--- config.mk ---
export PLATFORM = sky130hd
export DESIGN_NAME = sec_countdown
export DESIGN_NICKNAME = d
export VERILOG_FILES = /design/src/rtl/sec_countdown.sv
export SDC_FILE = /design/constraint.sdc
export NUM_CORES = 1
export LEC_CHECK = 0
export ABC_AREA = 1
export CORE_AREA = 2 2 96 61
export DETAILED_ROUTE_END_ITERATION = 6
export DIE_AREA = 0 0 98 63
export GPL_ROUTABILITY_DRIVEN = 1
export PLACE_DENSITY = 0.75
export SLEW_MARGIN = 40
export SYNTH_ARGS = -nofsm -noshare
export SYNTH_HDL_FRONTEND = slang
export SYNTH_SLANG_ARGS = --single-unit
--- constraint.sdc ---
create_clock -name Clk -period 4.77 [get_ports Clk]
set_input_delay 0.954 -clock Clk [delete_from_list [all_inputs] [get_ports Clk]]
set_output_delay 0.954 -clock Clk [all_outputs]
set_load 0.01 [all_outputs]
--- src/rtl/sec_countdown.sv ---
// rtl/sec_countdown.sv - minutes:seconds down-counter with prescaler, pause/resume and done pulse
module sec_countdown #(
  parameter int CYCLES_PER_SEC = 50_000_000
) (
  input  logic       Clk,
  input  logic       Reset,
  input  logic       Load,
  input  logic [5:0] Min_in,
  input  logic [5:0] Sec_in,
  input  logic       Start,
  input  logic       Pause,
  input  logic       Slt,
  output logic [5:0] Min,
  output logic [5:0] Sec,
  output logic [5:0] Disp,
  output logic       Running,
  output logic       Tick,
  output logic       Done
);

  localparam int PW = (CYCLES_PER_SEC > 1) ? $clog2(CYCLES_PER_SEC) : 1;
  localparam logic [PW-1:0] PRESC_MAX = PW'(CYCLES_PER_SEC - 1);
  localparam logic [5:0] MAX_FIELD = 6'd59;

  typedef enum logic [1:0] {
    ST_IDLE,
    ST_RUN,
    ST_PAUSED,
    ST_EXPIRED
  } state_t;

  state_t          state_q, state_d;
  logic [PW-1:0]   presc_q, presc_d;
  logic [5:0]      min_q, min_d;
  logic [5:0]      sec_q, sec_d;
  logic            tick_q, tick_d;
  logic            done_q, done_d;

  logic [5:0]      min_load, sec_load;
  logic [5:0]      min_dec, sec_dec;
  logic            time_zero, dec_zero, at_wrap;
  logic            do_pause, do_start, do_resume, do_count, do_dec;

  // Saturate load fields to 59 so the count never holds an out-of-range value
  always_comb begin
    min_load = (Min_in > MAX_FIELD) ? MAX_FIELD : Min_in;
    sec_load = (Sec_in > MAX_FIELD) ? MAX_FIELD : Sec_in;
  end

  // One-second-lower time value, borrowing a minute when seconds are at zero
  always_comb begin
    min_dec = min_q;
    sec_dec = sec_q;
    if (sec_q != 6'd0) begin
      sec_dec = sec_q - 6'd1;
    end else if (min_q != 6'd0) begin
      sec_dec = MAX_FIELD;
      min_dec = min_q - 6'd1;
    end
    dec_zero  = (min_dec == 6'd0) && (sec_dec == 6'd0);
    time_zero = (min_q == 6'd0) && (sec_q == 6'd0);
  end

  // Command decode: Load beats Pause beats Start; an asserted Pause also masks Start
  always_comb begin
    at_wrap   = (presc_q == PRESC_MAX);
    do_pause  = !Load && Pause && (state_q == ST_RUN);
    do_start  = !Load && !Pause && Start && (state_q == ST_IDLE) && !time_zero;
    do_resume = !Load && !Pause && Start && (state_q == ST_PAUSED);
    do_count  = !Load && !Pause && (state_q == ST_RUN);
    do_dec    = do_count && at_wrap;
  end

  // Next state: Load always returns to IDLE; reaching 00:00 by decrement expires
  always_comb begin
    state_d = state_q;
    if (Load) begin
      state_d = ST_IDLE;
    end else if (do_pause) begin
      state_d = ST_PAUSED;
    end else if (do_start || do_resume) begin
      state_d = ST_RUN;
    end else if (do_dec && dec_zero) begin
      state_d = ST_EXPIRED;
    end
  end

  // Prescaler advances only while running; pause and resume leave it untouched
  always_comb begin
    presc_d = presc_q;
    if (Load || do_start) begin
      presc_d = '0;
    end else if (do_count) begin
      presc_d = at_wrap ? '0 : presc_q + 1'b1;
    end
  end

  // Time registers: load value, or one second less on a prescaler wrap
  always_comb begin
    min_d = min_q;
    sec_d = sec_q;
    if (Load) begin
      min_d = min_load;
      sec_d = sec_load;
    end else if (do_dec) begin
      min_d = min_dec;
      sec_d = sec_dec;
    end
  end

  // Pulses registered alongside the new count so they line up with it
  always_comb begin
    tick_d = do_dec;
    done_d = do_dec && dec_zero;
  end

  // State and datapath registers with synchronous reset
  always_ff @(posedge Clk) begin
    if (Reset) begin
      state_q <= ST_IDLE;
      presc_q <= '0;
      min_q   <= 6'd0;
      sec_q   <= 6'd0;
      tick_q  <= 1'b0;
      done_q  <= 1'b0;
    end else begin
      state_q <= state_d;
      presc_q <= presc_d;
      min_q   <= min_d;
      sec_q   <= sec_d;
      tick_q  <= tick_d;
      done_q  <= done_d;
    end
  end

  assign Min     = min_q;
  assign Sec     = sec_q;
  assign Disp    = Slt ? min_q : sec_q;
  assign Running = (state_q == ST_RUN);
  assign Tick    = tick_q;
  assign Done    = done_q;

endmodule

; Word-level counts from Yosys, hierarchy flattened
; Index checks and enable logic that the tools add are counted.
[totals]
latchBits = 0
mem_count = 0
mem_bits_rw = 0
out_inout_bits = 21
reg_bits = 42
romBits = 0
[op_classes]
n_shift = 0
order_cmp = 2
div_mod_pow = 0
eq_ne = 3
bitwise = 0
n_reduce_logical = 30
n_mux = 15
mul = 0
add_sub_neg = 3
[ops]
columns = operator, n
row1 = two-way mux 6 bit, 11
row2 = adder 26 x 1 -> 26 bit (second input constant), 1
row3 = == test 26 bit (second input constant), 1
row4 = two-way mux 26 bit, 1
row5 = zero test 6 bit, 4
row6 = greater-than comparator 6 bit (second input constant), 2
row7 = logical AND 1 bit, 12
row8 = nonzero test 6 bit, 2
row9 = subtractor 6 x 1 -> 6 bit (second input constant), 2
row10 = two-way mux 2 bit, 3
row11 = nonzero test 2 bit, 2
row12 = OR reduction 2 bit, 2
row13 = zero test 1 bit, 3
row14 = nonzero test 3 bit, 1
row15 = OR reduction 3 bit, 1
row16 = == test 2 x 1 -> 1 bit (second input constant), 1
row17 = == test 2 bit (second input constant), 1
row18 = zero test 2 bit, 1
row19 = logical OR 1 bit, 2

; Logic depth before layout (Yosys ltp)
[depth]
depth_word = 9
mapped_depth = 15

; Worst setup path after synthesis
; Ideal clock, no wire load.
[synth_path]
path_kind = input-to-output
startpoint = input Slt
endpoint = output Disp[1]
arrival_time_ns = 1.427
path_stages = 2
slack_ns = 2.389
required_ns = 3.816
path_cell_list = clkbuf_1 > o21ai_0
[synth_via]
elab_chain_len = 1
[synth_lines]
columns = item, line
row1 = from (decl), 12  ; input logic Slt,
row2 = two-way mux 6 bit, 138  ; assign Disp = Slt ? min_q : sec_q;
row3 = to (decl), 15  ; output logic [5:0] Disp,
; No other way between the ends.

; Worst setup path in the final report
[layout_path]
startpoint = input Slt
endpoint = output Disp[3]
; The elaborated chain is that of the path after synthesis.

==> results_dict.tcl <==
set metrics [dict create \
    status "finished, final reports clean" \
    gp_congestion 0.942 \
    cts_buffers 5 \
    die_width_um 98 \
    wire_per_inst_um 14.2 \
    yosys-top-cells-count "108 x nand2_1, 58 x inv_1, 56 x nor2_1" \
    diodes 0 \
    grt_pass1_wl_um 12900 \
    power_leakage_nw 1.27 \
    h-tree-depth 2 \
    synth_area_leaders "dfxtp_1 30%, nand2_1 14%, inv_1 7.7%" \
    ant_nets 0 \
    antenna_found_initial 0 \
    yosysUniqueCellTypes 37 \
    yosys.area.top_type_share_pct 29.7 \
    remaining_drc_errors 0 \
    dieHeight_um 63 \
    post_route_cells_drive_above_1_share_pct 9.00 \
    cp_max_fo 12 \
    fin_skew_ns 0.00756 \
    grt_pass1_vias 2604 \
    critPathLaunchType "primary input" \
    nFillCells 522 \
    ios 39 \
    drt-total-wl_um 7780 \
    syn-instance-count 440 \
    seq_area_sq_um 841 \
    core_area_sq_um 5330 \
    cts_resized 0 \
    synthArstFlopShare_pct 0 \
    synth_seq_area_share_pct 29.7 \
    fin_crit_sh_pct 69.3 \
    yosysMostFrequentCell "nand2_1" \
    cts-root-buf "clkbuf_8" \
    drv_cap 0 \
    place_hpwl_um 6170 \
    insertion_delay_ns 0.29 \
    syn-num-nets 462 \
    multi_input_area_sq_um 1720 \
    synthFlopType "dfxtp_1" \
    slew_violations 0 \
    cts_buffer_depth 2 \
    dr.first_iter.drc_count 323 \
    p_per_area_nw_per_um2 227 \
    finalCriticalPeriod_ns 3.30 \
    hold_class "flip-flop to flip-flop" \
    grt_max_degree 15 \
    synth_seq_cells 42 \
    grt_usage_pct 25.9 \
    max_slew_margin_pct 63.4 \
    yosys_warnings 0 \
    grt-ovfl-total 0 \
    setup_viol 0 \
    vdd_drop_max_mv 0.124 \
    cts_tree "built" \
    worst_slew_pin_slew_ns 0.547 \
    fin_nets 500 \
    die-area_sq_um 6170 \
    via_per_inst 5.53 \
    synth-edff-count 0 \
    endpoint_kind "output port" \
    yosysTopAreaCell "dfxtp_1" \
    avgSynthCellArea_sq_um 6.44 \
    row_count 21 \
    cp.required_ns 3.82 \
    crit_type "primary input to output port" \
    num_vias 3024 \
    cts_setup_buffers 0 \
    hold_ws_ns 0.517 \
    holdBufCountCts 0 \
    rsz0062_at_grt "no" \
    critical_path_arrival_ns 2.35 \
    cts.clk_slew.worst_paths_ns 0.08 \
    fmaxAchievable_mhz 303 \
    portBuffers 38 \
    mappedNetlistArea_sq_um 2830 \
    drt-pass1-iter-count 5 \
    initial_core_util_pct 53.1 \
    setup_tns_ns 0 \
    area_growth_pct 17.8 \
    hold_viol 0 \
    cts_sinks 42 \
]
==> routing by layer <==
metal | track usage [%] | routed length [um] | part of all wire (%)
met1 | 44.4 | 4130 | 53
met4 | 5.38 | 51 | 0.66
met5 | 0 | 0 | 0
met3 | 6.15 | 859 | 11
met2 | 30.7 | 2750 | 35
==> where the power goes <==
part | internal (W) | switching [W]
Sequential | 0.000357 | 0.0000110
Combinational | 0.0000650 | 0.000102
Clock | 0.0000985 | 0.000124
Total | 0.000520 | 0.000237
==> stage by stage <==
stage               worst slack (ns)  utilization [%]  power [W]  area [sq um]  cells
floorplan                       2.39                -   0.000476          2830    440
global placement                1.52             61.1   0.000536          3260    540
detailed placement              1.46             61.1   0.000538          3260    540
CTS                             1.46             62.6   0.000757          3340    547
global route                    1.33             62.6   0.000796          3340    547
finish                          1.47             62.6   0.000757          3340    547
==> path summary, 6_finish.rpt <==
| path | startpoint | end | slack (ns) | depth (start not counted) |
|---|---|---|---|---|
| max | Slt | Disp[3] | 1.47 | 4 |
| min reg2reg | presc_q[25] | presc_q[25] | 0.52 | 2 |
| min | presc_q[25] | presc_q[25] | 0.52 | 2 |
| max reg2reg | Sec[0] | state_q[1] | 2.37 | 14 |
==> kinds of logic after synthesis <==
| family | count (synthesis) | share of synthesized area (%) |
|---|---|---|
| adders and majority gates | 4 | 1.77 |
| DFF | 42 | 29.7 |
| buffers and inverters | 68 | 9.49 |
| AOI/OAI and AO/OA | 59 | 13.1 |
| and+or+nand+nor | 259 | 43.5 |
| xor gates and xnor gates | 8 | 2.47 |
==> sequential cells by signal, indices dropped and copies added (netlist names) <==
name,cells
presc_q,26
Min,6
Sec,6
state_q,2
Done,1
Tick,1
==> cell type report <==
| cell class | count | area share, % |
|---|---|---|
| flip-flops and latches | 42 | 25.2 |
| repair buffers | 38 | 11.4 |
| well taps | 69 | 2.59 |
| inverters | 61 | 6.86 |
| multi-input cells | 330 | 51.6 |
| clock inverters | 2 | 0.300 |
| clock buffers | 5 | 2.06 |
==> cell usage in the layout (no fill, tap or decap), types with 7 or more instances in the layout <==
master and instances:
dfxtp_1 42, nor2_2 8, o21ai_0 14, clkdlybuf4s50_1 38, xor2_1 7, inv_1 58
nand2_1 108, nor3_1 20, nand3_1 28, a21oi_1 25, nor2_1 56, nand4_1 15
==> worst max-delay path: stages <==
cell             delay, ns
clkdlybuf4s50_1       0.65
nand2_1               0.08
o21ai_0               0.09
clkdlybuf4s50_1       0.56
(Power assumes the default switching activity.)
